## config.mk

```make
export PLATFORM = sky130hd
export DESIGN_NAME = ras_ctrl
export DESIGN_NICKNAME = d
export VERILOG_FILES = /design/src/rtl/ras_ctrl.sv
export SDC_FILE = /design/constraint.sdc
export NUM_CORES = 1
export LEC_CHECK = 0
export CAP_MARGIN = 5
export CORE_MARGIN = 2
export CORE_UTILIZATION = 47
export CTS_CLUSTER_DIAMETER = 50
export DETAILED_ROUTE_END_ITERATION = 12
export PLACE_DENSITY = 0.79
export REMOVE_ABC_BUFFERS = 1
export SYNTH_ARGS = -nofsm -noshare
export SYNTH_HDL_FRONTEND = slang
export SYNTH_SLANG_ARGS = --single-unit
```

## constraint.sdc

```tcl
create_clock -name clk -period 7.53 [get_ports clk]
set_clock_uncertainty 0.15 [all_clocks]
set_input_delay 1.8825 -clock clk [delete_from_list [all_inputs] [get_ports clk]]
set_output_delay 1.8825 -clock clk [all_outputs]
set_load 0.01 [all_outputs]
```

## src/rtl/ras_ctrl.sv

```systemverilog
// ras_ctrl: return-address-stack controller for the fetch stage.
// Pushes link addresses (pc+4) on jal/jalr, predicts return targets on ret,
// exposes tos/cnt for backend checkpoints and restores them on mispredict.
// Optional build macro RAS_RESTORE_TOP_EN: a restore also rewrites
// entry[restore_tos] with restore_top, repairing wrong-path overwrites.
module ras_ctrl #(
  parameter int LG_DEPTH = 3,
  parameter int XLEN     = 64
) (
  input  logic                clk,
  input  logic                reset,
  input  logic                pd_valid,
  input  logic [3:0]          pd_type,
  input  logic [XLEN-1:0]     pd_pc,
  output logic                pd_ready,
  output logic                pred_valid,
  output logic [XLEN-1:0]     pred_target,
  output logic [LG_DEPTH-1:0] ckpt_tos,
  output logic [LG_DEPTH:0]   ckpt_cnt,
  input  logic                restore_valid,
  input  logic [LG_DEPTH-1:0] restore_tos,
  input  logic [LG_DEPTH:0]   restore_cnt,
  input  logic [XLEN-1:0]     restore_top
);

  localparam int DEPTH = 2 ** LG_DEPTH;

  localparam logic [3:0]          PD_RET   = 4'd2;
  localparam logic [3:0]          PD_JAL   = 4'd5;
  localparam logic [3:0]          PD_JALR  = 4'd6;
  localparam logic [LG_DEPTH-1:0] TOS_ONE  = LG_DEPTH'(1);
  localparam logic [LG_DEPTH:0]   CNT_ONE  = (LG_DEPTH + 1)'(1);
  localparam logic [LG_DEPTH:0]   CNT_FULL = (LG_DEPTH + 1)'(DEPTH);
  localparam logic [XLEN-1:0]     PC_STEP  = XLEN'(4);

  typedef enum logic {
    ST_RUN     = 1'b0,
    ST_RESTORE = 1'b1
  } state_t;

  state_t              state_q, state_d;
  logic [LG_DEPTH-1:0] tos_q;
  logic [LG_DEPTH:0]   cnt_q;
  logic [XLEN-1:0]     stack_mem [DEPTH];
  logic                accept;
  logic                do_push;
  logic                do_pop;
  logic [LG_DEPTH-1:0] tos_inc;

  assign tos_inc  = tos_q + TOS_ONE;
  assign ckpt_tos = tos_q;
  assign ckpt_cnt = cnt_q;

  // FSM state register: RESTORE blocks fetch for one cycle after a checkpoint load.
  always_ff @(posedge clk or posedge reset) begin
    if (reset) state_q <= ST_RUN;
    else       state_q <= state_d;
  end

  // Next state, handshake and push/pop decode; a restore drops any concurrent pd.
  always_comb begin
    // NOTE: every output of this block gets a default first so no latch is inferred.
    state_d  = state_q;
    pd_ready = 1'b0;
    case (state_q)
      ST_RUN:     pd_ready = 1'b1;
      ST_RESTORE: pd_ready = 1'b0;
      default:    pd_ready = 1'b0;
    endcase
    if (restore_valid)             state_d = ST_RESTORE;
    else if (state_q == ST_RESTORE) state_d = ST_RUN;
    accept  = pd_valid & pd_ready & ~restore_valid;
    do_push = accept & ((pd_type == PD_JAL) | (pd_type == PD_JALR));
    do_pop  = accept & (pd_type == PD_RET);
  end

  // Pointer, occupancy and registered prediction; restore outranks push/pop.
  always_ff @(posedge clk or posedge reset) begin
    // NOTE: sequential state uses non-blocking assignments so every register samples pre-edge values.
    if (reset) begin
      tos_q       <= '0;
      cnt_q       <= '0;
      pred_valid  <= 1'b0;
      pred_target <= '0;
    end else if (restore_valid) begin
      tos_q      <= restore_tos;
      cnt_q      <= restore_cnt;
      pred_valid <= 1'b0;
    end else if (do_push) begin
      tos_q      <= tos_inc;
      cnt_q      <= (cnt_q == CNT_FULL) ? cnt_q : cnt_q + CNT_ONE;
      pred_valid <= 1'b0;
    end else if (do_pop) begin
      pred_valid <= 1'b1;
      if (cnt_q == '0) begin
        // Empty-stack miss: flag with a zero target and leave the stack alone.
        pred_target <= '0;
      end else begin
        pred_target <= stack_mem[tos_q];
        tos_q       <= tos_q - TOS_ONE;
        cnt_q       <= cnt_q - CNT_ONE;
      end
    end else begin
      pred_valid <= 1'b0;
    end
  end

  // Stack storage: circular buffer, the oldest entry is overwritten on overflow.
  always_ff @(posedge clk) begin
    // NOTE: the stack array has no reset; entries are only read while cnt says they are live.
`ifdef RAS_RESTORE_TOP_EN
    if (restore_valid) stack_mem[restore_tos] <= restore_top;
    else if (do_push)  stack_mem[tos_inc]     <= pd_pc + PC_STEP;
`else
    if (do_push) stack_mem[tos_inc] <= pd_pc + PC_STEP;
`endif
  end

`ifndef RAS_RESTORE_TOP_EN
  // restore_top only matters when top-entry repair is built in.
  logic unused_restore_top;
  assign unused_restore_top = ^restore_top;
`endif

endmodule

```

Yosys cells after proc, flatten, opt, wreduce, memory -nomap -nowiden
Memory sizes are Yosys's and may differ from the RTL's.
Cells that the tools add are included.
W data, S select, Z words.

word-level totals
  flip-flop bits (word level) = 73
  RAM bits = 512
  output and inout port bits = 73
  logic and storage cells = 47
  memories kept = 1

memory list
  memory     depth  width  read ports  clocked after Yosys merged registers in  wr ports  RTL line  RTL
  stack_mem  8      64     1           0                                        1         44        logic [XLEN-1:0] stack_mem [DEPTH];

cells by class
  add/subtract/negate cells = 5
  equality and inequality tests = 6
  muxes and demuxes = 17
  bitwise operators = 8
  reduce and logical (&&, ||, !) cells = 5

operators by type and width
  operator                 number
  $add A64 B3 Y64 const B  1
  $mux W64                 1
  $mux W4                  5
  $mux W3                  4
  $eq A4 B3 Y1 const B     2
  $mux W1                  6
  $ne A3 B3 Y1 const B     2
  $reduce_and A3 Y1        2
  $add A4 B1 Y4 const B    1
  $and A1 B1 Y1            4
  $eq A4 B2 Y1 const B     1
  $eq A4 B4 Y1 const B     1
  $logic_not A4 Y1         1
  $sub A4 B1 Y4 const B    1
  $add A3 B1 Y3 const B    1
  $not A1 Y1               3
  $reduce_bool A3 Y1       1
  $sub A3 B1 Y3 const B    1
  $pmux W1 S2              1
  $reduce_and A2 Y1        1
  $or A1 B1 Y1             1

Depth between registers and ports, before layout
  word-level depth = 8
  mapped depth = 9
  mapped depth without buffers = 9

Worst setup path before layout
Ideal clock, no wire load.

  kind = in2reg
  start point = input restore_valid
  end point = memory stack_mem[5][0] (enable)
  setup time = 0.565 ns
  arrival time = 6.949 ns
  required time = 6.815 ns
  slack = -0.133 ns
  cell stages on the path = 4
  path buffers = 0
  path through = nor4b_2 and3_1 nand2b_1 nor3_1

on the way
  cells in the longest elaborated chain, start to end = 5

ends and longest elaborated chain
  item                           RTL line  RTL
  from (decl)                    20        input logic restore_valid,
  $not A1 Y1 (no source line)    n/a
  $and A1 B1 Y1                  72        accept = pd_valid & pd_ready & ~restore_valid;
  $and A1 B1 Y1                  73        do_push = accept & ((pd_type == PD_JAL) | (pd_type == PD_JALR));
  $mux W1                        115       if (do_push) stack_mem[tos_inc] <= pd_pc + PC_STEP;
  $mux W1 (implied by the code)  115
  to (decl)                      44

No other way between the ends.

Worst setup path in the final report
  start point = input restore_valid
  end point = memory stack_mem[0][6] (enable)

The elaborated chain is that of the path after synthesis.

==> impl_table.tex <==
\begin{tabular}{lr}
\hline
Metric & Value \\
\hline
\multicolumn{2}{l}{\textbf{Setup path}} \\
End point of the critical path & stack\_mem[0][6] \\
Critical path arrival & 5.04 ns \\
Reg-to-reg critical path startpoint & ckpt\_tos[0] \\
Top Family by Delay on Critical Path & simple AND/OR/NAND/NOR gates \\
CP Launch Type & input port \\
Launch point of the worst path & restore\_valid \\
Number of buffers and inverters on the critical path & 2 \\
CP required & 7.65 ns \\
Ordered list of cells on the worst path & clkdlybuf4s50\_1 > nor4b\_2 > and3\_1 > nand2\_1 > nor2\_4 > buf\_12 \\
Setup slack, reg-to-reg & 3.93 ns \\
Critical-path cell with the highest stage delay & nor2\_4 \\
Worst r2r path cells & 4 \\
Largest driver fanout on the critical path & 40 \\
Reg-to-Reg End & stack\_mem[0][6] \\
Critical path endpoint category & register \\
Largest stage delay on the critical path & 0.82 ns \\
Class of the most critical setup path & input port to register \\
Number of gates on the worst path with buffers counted & 6 \\
\multicolumn{2}{l}{\textbf{Floorplan}} \\
Die Ht & 226 µm \\
Starting utilization of the core area & 47.4\% \\
Die span in x & 226 µm \\
Number of top-level pins & 216 \\
Total die area & 51,100 µm² \\
Num rows & 81 \\
Core area & 48,800 µm² \\
\multicolumn{2}{l}{\textbf{Power}} \\
Static Leak & 9.08 nW \\
Power after layout & 7.30 mW \\
Peak VDD IR & 186 µV \\
Areal power density over the cells & 265 nW/µm² \\
\multicolumn{2}{l}{\textbf{Clock tree}} \\
Clock H-tree levels & 2 \\
Hold Buf Count CTS & 0 \\
Cell at the root of the clock tree & clkbuf\_16 \\
Sink count of the clock tree & 585 \\
Clock buffers created by TritonCTS & 58 \\
Worst skew pair latency & 0.61 ns \\
Clock edge transition at the registers on the reported setup and hold paths & 0.06 ns \\
Number of cells upsized or downsized after cts & 0 \\
Max Buffers Root-to-Sink & 3 \\
Buffers inserted by post-CTS timing repair & 0 \\
CTS tree & built \\
\multicolumn{2}{l}{\textbf{Global routing}} \\
Residual overflow from global routing & 0 \\
Maximum number of pins on one net before global-route repair & 105 \\
Initial antenna violation count & 7 \\
Vias in the first global route & 12,400 \\
Overall fraction of global-route tracks in use & 20.0\% \\
Wire length of the first global-routing pass & 75.4 mm \\
\multicolumn{2}{l}{\textbf{Logic synthesis}} \\
Area share of the largest cell type after synthesis & 66.3\% \\
Flip-flop cell with the highest count after synthesis & edfxtp\_1 \\
Number of distinct library cell variants in the gate-level netlist after synthesis & 43 \\
Asr flop ratio synth & 12.5\% \\
Number of register bits inferred by synthesis & 585 \\
Number of enable-type register cells in the synthesized netlist & 512 \\
Most common library cells after synthesis & edfxtp\_1 (512), mux4\_2 (128), nand2\_1 (104) \\
Area of the mapped netlist & 23,200 µm² \\
Syn Inst Count & 1,216 \\
Post-Syn Area per Cell & 19.1 µm² \\
Cell type with the largest total area after synthesis & edfxtp\_1 \\
Cell with the most instances after synthesis & edfxtp\_1 \\
Cell types occupying the most area after synthesis & edfxtp\_1 (66\%), mux4\_2 (12\%), dfrtp\_1 (7.9\%) \\
Sequential fraction of the synthesis area & 74.2\% \\
Synth warnings & 0 \\
\multicolumn{2}{l}{\textbf{Job}} \\
Max-capacitance violation count & 0 \\
\multicolumn{2}{l}{\textbf{Detailed routing}} \\
Detailed-router iteration count before antenna repair & 7 \\
Detail-routed net length per standard cell & 23.9 µm \\
Post-route DRC & 0 \\
Detailed-route via count & 11,900 \\
Post-route ant nets & 0 \\
Total Routed Length & 50.3 mm \\
Vias per cell & 5.66 \\
Drt initial violations & 1,092 \\
\multicolumn{2}{l}{\textbf{Layout}} \\
Layout area overhead & 19.0\% \\
Fraction of final layout cells sized beyond drive strength 1 & 18.3\% \\
Fin cells & 2,105 \\
Non-Filler Cell Area, Final & 27,600 µm² \\
Fin nets & 1,538 \\
\multicolumn{2}{l}{\textbf{Timing}} \\
Ratio of final minimum period to clock period & 65.4\% \\
Number of hold violations in the final report & 0 \\
Total negative slack for setup checks & 0 ns \\
RSZ-0062 raised after global routing & no \\
Worst hold slack after final layout & 0.325 ns \\
Actual transition at the worst max-transition pin & 1.12 ns \\
Pins over their slew limit & 0 \\
Min Clock Period, post-route & 4.93 ns \\
Final count of negative-setup-slack endpoints & 0 \\
F\_max & 0.203 GHz \\
Relative slew margins & 25.0\% \\
\multicolumn{2}{l}{\textbf{Place}} \\
Area post-placement & 25,600 µm² \\
Total placed cells including tap cells & 1,993 \\
Final HPWL DP & 26.9 mm \\
Count of input and output buffers & 151 \\
Gp weighted congestion & 0.773 \\
\multicolumn{2}{l}{\textbf{Hold path}} \\
Class of the tightest hold or removal check & register to register \\
\multicolumn{2}{l}{\textbf{Status}} \\
Status & completed \\
\hline
\end{tabular}
==> where the power goes <==
part,total [mW],switching [mW],internal (mW),leakage (nW)
registers,3.68,0.0792,3.60,5.56
clock network,2.96,1.21,1.75,0.978
logic,0.660,0.313,0.347,2.54
==> registers in the layout (all words and copies together), names as in the netlist <==
name,cells
state_q,1
ckpt_cnt,4
stack_mem,512
ckpt_tos,3
pred_valid,1
pred_target,64
==> per-layer routing <==
| layer | GRT usage, % | wire, µm | vias to the layer above |
|---|---|---|---|
| met5 | 0 | 55 | - |
| met4 | 6.58 | 1230 | 8 |
| met3 | 3.92 | 3330 | 95 |
| li1 | - | - | 5202 |
| met2 | 34.3 | 25600 | 439 |
| met1 | 25.9 | 20100 | 6172 |
==> cell usage in the layout (no fill, tap or decap), drive strengths merged, types with 3 or more instances in the layout <==
cell type,instances
a21oi,4
and2,3
and3,8
and4,4
buf,17
bufinv,7
clkbuf,75
clkdlybuf4s50,151
clkinv,21
clkinvlp,3
dfrtp,73
diode,3
edfxtp,512
ha,5
inv,17
mux2i,66
mux4,128
nand2,104
nand2b,3
nand3,23
nand4,19
nor2,31
nor3,11
nor4,7
o21ai,67
xnor2,41
xor2,23
==> metrics by stage <==
stage	worst slack, ns	utilization, %
after global routing	2.44	56.4
final	2.60	56.5
after detailed placement	1.98	52.3
after CTS	2.59	56.4
after global placement	2.02	52.3
after floorplan	-4.07	-
==> worst register-to-register path: stages, from the launching register on <==
cell      delay, ns
dfrtp_4        0.85
buf_12         0.69
nand2b_1       0.37
nor2_4         0.80
buf_12         0.40
==> layout make-up <==
cell class / instances / area (µm²)
diodes: 3 / 7.51
clock buffers: 75 / 1600
clock inverters: 34 / 404
fillers: 3583 / 21300
inverters: 14 / 55.1
multi-input cells: 562 / 5760
flip-flops and latches: 585 / 17200
well taps: 664 / 831
repair buffers: 168 / 1710
==> cell families after synthesis <==
logic type	synth area share [%]
and+or+nand+nor	4.56
AOI/OAI and AO/OA	1.86
xor gates and xnor gates	2.42
muxes	15.3
DFF	74.2
adders and majority gates	0.356
buffers and inverters	1.24
==> how the worst min path moves through the flow <==
| stage | startpoint | endpoint | slack [ns] | cells past startpoint |
|---|---|---|---|---|
| finish | pred_target[1] | pred_target[1] | 0.33 | 2 |
| detailed placement | pred_target[35] | pred_target[35] | 0.32 | 2 |
| global route | pred_target[1] | pred_target[1] | 0.35 | 2 |
| global placement | pred_target[32] | pred_target[32] | 0.31 | 2 |
| CTS | pred_target[35] | pred_target[35] | 0.33 | 2 |
| floorplan | pred_target[0] | pred_target[0] | 0.37 | 2 |
No activity file was read; power rests on OpenSTA's default activity.
==> RTL edit 1 (same flow settings) <==
Set the parameter `LG_DEPTH` to 2 (it was 3).
--- a/src/rtl/ras_ctrl.sv
+++ b/src/rtl/ras_ctrl.sv
@@ -4,7 +4,7 @@
 // Optional build macro RAS_RESTORE_TOP_EN: a restore also rewrites
 // entry[restore_tos] with restore_top, repairing wrong-path overwrites.
 module ras_ctrl #(
-  parameter int LG_DEPTH = 3,
+  parameter int LG_DEPTH = 2,
   parameter int XLEN     = 64
 ) (
   input  logic                clk,
Ports: changed (resized ckpt_cnt, ckpt_tos, restore_cnt and restore_tos); port bits go from 216 to 212. The function was not compared with the original's and may differ.
==> RTL edit 1 against the unedited design <==
Area after synthesis decreased by 43%; critical path depth unchanged; non-clock buffer count fell by 14; design area is 41% lower; sequential share of layout area is 4.2 points lower; routed wire length is 45% lower; total power is 40% lower; fmax rose by 2.1%; setup slack better by 0.10 ns; synthesized cell count is 41% lower; sequential cell count is 258 lower; utilization increased by 2.3 points; global-route usage down 0.45 points; via count decreased by 40%; largest cell class unchanged.
==> RTL edit 1: results (changes against the unedited design) <==
cts_setup_buffers: 0  # unchanged
firstDrtPassIters: 5  # -2
nFillCells: 2093  # -42%
status: "complete, no violations"
numPlacedInstances: 1224  # -39%
postCtsResizedCells: 0  # unchanged
insertion_delay_ns: 0.52  # -0.09 ns
dp_hpwl_mm: 16.2  # -40%
vias: 7176  # -40%
cts_buffers: 37  # -36%
final_cells: 1293  # -39%
htreeDepth: 2  # unchanged
drive_above_1_share_pct: 15.6  # -2.7 points
fin_nets: 1032  # -33%
synth_edf_count: 256  # -50%
tightest_slew_ns: 1.17  # +0.0489 ns
grtUsageMet2_pct: 32.6  # -1.7 points
max_freq_mhz: 207  # +2.1%
grt_pass1_wl_mm: 42.6  # -43%
dr.first_iter.drc_count: 359  # -67%
ys_seq_area_share_pct: 71.9  # -2.3 points
dpl-instance-area_um2: 15100  # -41%
place.gp.congestion: 0.746  # -3.5%
grtUsageMet3_pct: 4.65  # +0.73 points
ir_worst_vdd_uv: 190  # +2.4%
arrival_ns: 4.99  # -0.05 ns
grt_pass1_vias: 7535  # -39%
postSynthAreaPerCell_um2: 18.2  # -4.4%
wl_mm: 27.7  # -45%
top_register: "stack_mem"
largest_reg_flops: 256  # -50%
synth.cells.most_frequent: "256 x edfxtp_1, 71 x dfrtp_1, 64 x a22o_1, 64 x mux4_2, 38 x xnor2_1"
postSynth.asyncResetShare_pct: 21.7  # +9.2 points
use_met1_pct: 25.9  # about the same
track_usage_pct: 19.6  # -0.45 points
leakagePower_nw: 5.61  # -38%
io_buffers: 147  # -2.6%
yosys-top-cells-area: "edfxtp_1 58%, dfrtp_1 14%, mux4_2 11%"
crit_fanout: 9  # -78%
path_clk_slew_ns: 0.06  # about the same
grt_max_degree: 72  # -31%
syn_area_um2: 13200  # -43%
synth.distinct_cells: 41  # -4.7%
antenna_found_initial: 6  # -1
-- RTL edit 1: path summary, 6_finish.rpt --
check	depth (start not counted)	slack (ns)	endpoint	from
setup reg to reg	3	4.52	stack_mem[3][6]$_DFFE_PP_	ckpt_tos[1]$_DFFE_PP0P_
hold / removal	1	0.35	pred_target[38]$_DFFE_PP0P_	pred_target[38]$_DFFE_PP0P_
max in group asynchronous	3	4.61	ckpt_tos[1]$_DFFE_PP0P_	reset
hold reg to reg	1	0.35	pred_target[38]$_DFFE_PP0P_	pred_target[38]$_DFFE_PP0P_
setup / recovery	6	2.70	stack_mem[0][52]$_DFFE_PP_	pd_pc[5]
min in group asynchronous	3	1.88	pred_target[18]$_DFFE_PP0P_	reset
-- RTL edit 1: per-layer routing --
metal / routed length, µm / vias to the layer above
met5: 39 / -
met4: 520 / 6
met3: 1700 / 39
met2: 13600 / 197
met1: 11800 / 3699
li1: - / 3235
-- RTL edit 1: final cells by class --
cell class              count  share of cell area [%]
repair buffers            154                    9.37
flip-flops and latches    327                    58.2
inverters                  18                   0.423
clock inverters            20                    1.45
well taps                 378                    2.91
diodes                      3                  0.0461
clock buffers              46                    5.96
multi-input cells         347                    21.6
-- RTL edit 1: cell families (layout without fill, tap and decap cells) --
family	count (synthesis)	in the layout	synth area share (%)
xor gates and xnor gates	63	63	4.19
buffers and inverters	48	238	1.47
AOI/OAI and AO/OA	76	76	4.83
and+or+nand+nor	135	135	5.75
adders and majority gates	6	6	0.628
DFF	327	327	71.9
other	0	3	0
muxes	67	67	11.2
-- RTL edit 1: power breakdown --
part	switching [mW]	internal [mW]	total (mW)
Combinational	0.215	0.295	0.510
Clock	0.706	1.06	1.77
Sequential	0.0565	2.02	2.08
Total	0.977	3.38	4.36
-- RTL edit 1: worst max-delay path, stage by stage --
cell             delay [ns]
clkdlybuf4s50_1        0.61
nand4_4                0.21
nor4_1                 0.90
nand4b_1               0.59
nor4_1                 0.47
xor2_1                 0.32
-- RTL edit 1: metrics by stage --
step	setup WS (ns)	utilization, %	hold WS (ns)
after global routing	2.52	58.7	0.372
after detailed placement	2.21	54.3	0.342
after floorplan	0.968	-	0.394
after global placement	2.21	54.3	0.338
after CTS	2.74	58.7	0.356
final	2.70	58.7	0.349
==> RTL edit 2 (same flow settings) <==
Without the edit above. Register the output `ckpt_cnt` once more, cleared by the reset; this adds one clock of latency there. The other outputs are not delayed to match.
--- a/src/rtl/ras_ctrl.sv
+++ b/src/rtl/ras_ctrl.sv
@@ -49,7 +49,13 @@
 
   assign tos_inc  = tos_q + TOS_ONE;
   assign ckpt_tos = tos_q;
-  assign ckpt_cnt = cnt_q;
+  always_ff @(posedge clk or posedge reset) begin
+    if (reset) begin
+      ckpt_cnt <= '0;
+    end else begin
+      ckpt_cnt <= cnt_q;
+    end
+  end
 
   // FSM state register: RESTORE blocks fetch for one cycle after a checkpoint load.
   always_ff @(posedge clk or posedge reset) begin
Behaviour: not the same (Yosys sat finds a counterexample within 4 cycles, from zero or initial values and one cycle with reset high).
==> RTL edit 2 against the unedited design <==
Global-route usage is 0.32 points higher; die area up 0.43%; total power decreased by 1.1%; routed wire length up 1.6%; design area about the same; clock power down 3%; setup slack lost 0.023 ns; synthesized cell count up 0.41%; sequential cell count increased by 4; non-clock buffer count is 4 higher; register-to-register slack got worse by 0.37 ns; area after synthesis increased by 0.43%; critical endpoint is now stack_mem[2][7]$_DFFE_PP_.
==> RTL edit 2: results (changes against the unedited design) <==
status: "complete, no violations"
synth.distinct_cells: 41  # -4.7%
signal_buffers: 172  # +2.4%
antenna_found_initial: 11  # +4
multi_input_area_share_pct: 20.9  # +0.044 points
num-multi-input-gates: 565  # +0.53%
path_clk_slew_ns: 0.06  # about the same
nFlopsAndLatches: 589  # +0.68%
firstDrtPassIters: 5  # -2
nClkBuffers: 73  # -2.7%
grt_max_degree: 73  # -30%
ir_worst_vdd_uv: 185  # -0.64%
arrival_ns: 5.06  # +0.02 ns
synth_ff_type: "edfxtp_1"
track_usage_pct: 20.3  # +0.32 points
ys_seq_area_share_pct: 74.3  # +0.11 points
yosys_warnings: 0  # unchanged
sh_seq_area_pct: 62.8  # +0.37 points
grt_pass1_wl_mm: 76.3  # +1.2%
drive_above_1_share_pct: 17.6  # -0.68 points
switchingPower_mw: 1.62  # +0.60%
yosys-top-cells-area: "edfxtp_1 66%, mux4_2 12%, dfrtp_1 8.3%"
whs_ns: 0.317  # -0.00840 ns
slew_headroom_pct: 21.7  # -3.3 points
cts_buffers: 57  # -1.7%
synth_edf_count: 512  # unchanged
fin_nets: 1548  # +0.65%
wl_mm: 51.1  # +1.6%
grt_pass1_vias: 12500  # +0.37%
nFillCells: 3577  # -0.17%
postCtsResizedCells: 0  # unchanged
ff2ff_setup_slack_ns: 3.56  # -0.37 ns
area_share_clock_buf_inv_pct: 6.86  # -0.39 points
place.gp.congestion: 0.814  # +5.2%
leakagePower_nw: 9.09  # about the same
antenna_cells: 8  # +5
synth.cells.most_frequent: "512 x edfxtp_1, 128 x mux4_2, 93 x nand2_1, 77 x dfrtp_1, 68 x o21ai_0"
cts.path.max_buffers: 3  # unchanged
dr.first_iter.drc_count: 1163  # +6.5%
clockRootBuffer: "clkbuf_16"
io_buffers: 151  # unchanged
postSynth.asyncResetShare_pct: 13.1  # +0.59 points
hp-class: "register to register"
layout.nonclk_buf_share_pct: 6.14  # -0.072 points
largestRegisters: "stack_mem x512, pred_target x64"
crit_fanout: 28  # -30%
dp_hpwl_mm: 29.4  # +9.1%
insertion_delay_ns: 0.63  # +0.02 ns
hold_viol_final: 0  # unchanged
via_per_inst: 5.68  # +0.25%
## RTL edit 2: cell types whose count changed in the layout (fill, tap and decap cells not counted), sizes merged, moves of 3 or more
cell	unedited run	this run
inv	17	20
nand3	23	27
dfrtp	73	77
buf	17	21
clkinv	21	17
nor3	11	17
clkinvlp	3	6
diode	3	8
xor2	23	28
and3	8	11
nand2	104	93
xnor2	41	36
nor2	31	27
## RTL edit 2: logic make-up after synthesis
logic type	share of synthesized area, %
xor+xnor	2.41
fa+ha+maj	0.355
mux	15.3
compound gates	1.94
buf+inv	1.17
flops	74.3
simple gates	4.53
## RTL edit 2: critical path, cell delays in order
cell	delay (ns)
clkdlybuf4s50_1	0.71
nor4b_2	0.59
and3_1	0.35
nand2_1	0.25
nor2_4	0.67
buf_4	0.57
## RTL edit 2: path summary, 6_finish.rpt
kind,to,startpoint,cells past startpoint
worst min register to register,ckpt_cnt[2]$_DFF_PP0_,cnt_q[2]$_DFFE_PP0P_,0
max in group asynchronous,ckpt_tos[2]$_DFFE_PP0P_,reset,3
min in group asynchronous,pred_target[18]$_DFFE_PP0P_,reset,2
worst min-delay path,ckpt_cnt[2]$_DFF_PP0_,cnt_q[2]$_DFFE_PP0P_,0
worst max-delay path,stack_mem[2][7]$_DFFE_PP_,restore_valid,6
worst max register to register,stack_mem[2][7]$_DFFE_PP_,ckpt_tos[1]$_DFFE_PP0P_,6
## RTL edit 2: stage by stage
| stage | util [%] | setup WS, ns | instance area [µm²] | power [mW] | std cells |
|---|---|---|---|---|---|
| 2_1_floorplan | - | -4.19 | 23100 | 4.17 | 1168 |
| 3_3_place_gp | 52.4 | 2.00 | 25700 | 4.42 | 2004 |
| 5_1_grt | 56.3 | 2.35 | 27600 | 7.46 | 2116 |
| 4_1_cts | 56.3 | 2.55 | 27600 | 7.28 | 2112 |
| 3_5_place_dp | 52.4 | 1.91 | 25700 | 4.44 | 2004 |
| 6_report | 56.3 | 2.58 | 27600 | 7.22 | 2120 |
## RTL edit 2: power by group through the flow
stage	logic [mW]	registers (mW)	clock network (mW)
finish	0.667	3.69	2.86
global route	0.726	3.70	3.03
CTS	0.679	3.70	2.91
detailed placement	0.676	3.76	0
global placement	0.663	3.76	0
floorplan	0.340	3.83	0
## RTL edit 2: routing by layer
layer  routed length [µm]  track usage (%)  part of all wire [%]  vias to the layer above
met3                 4030             4.25                   7.9                       93
met1                20500             27.6                    40                     6167
li1                     -                -                     -                     5231
met4                 1220             6.54                   2.4                        6
met5                   31                0                 0.061                        -
met2                25300             33.2                    50                      534
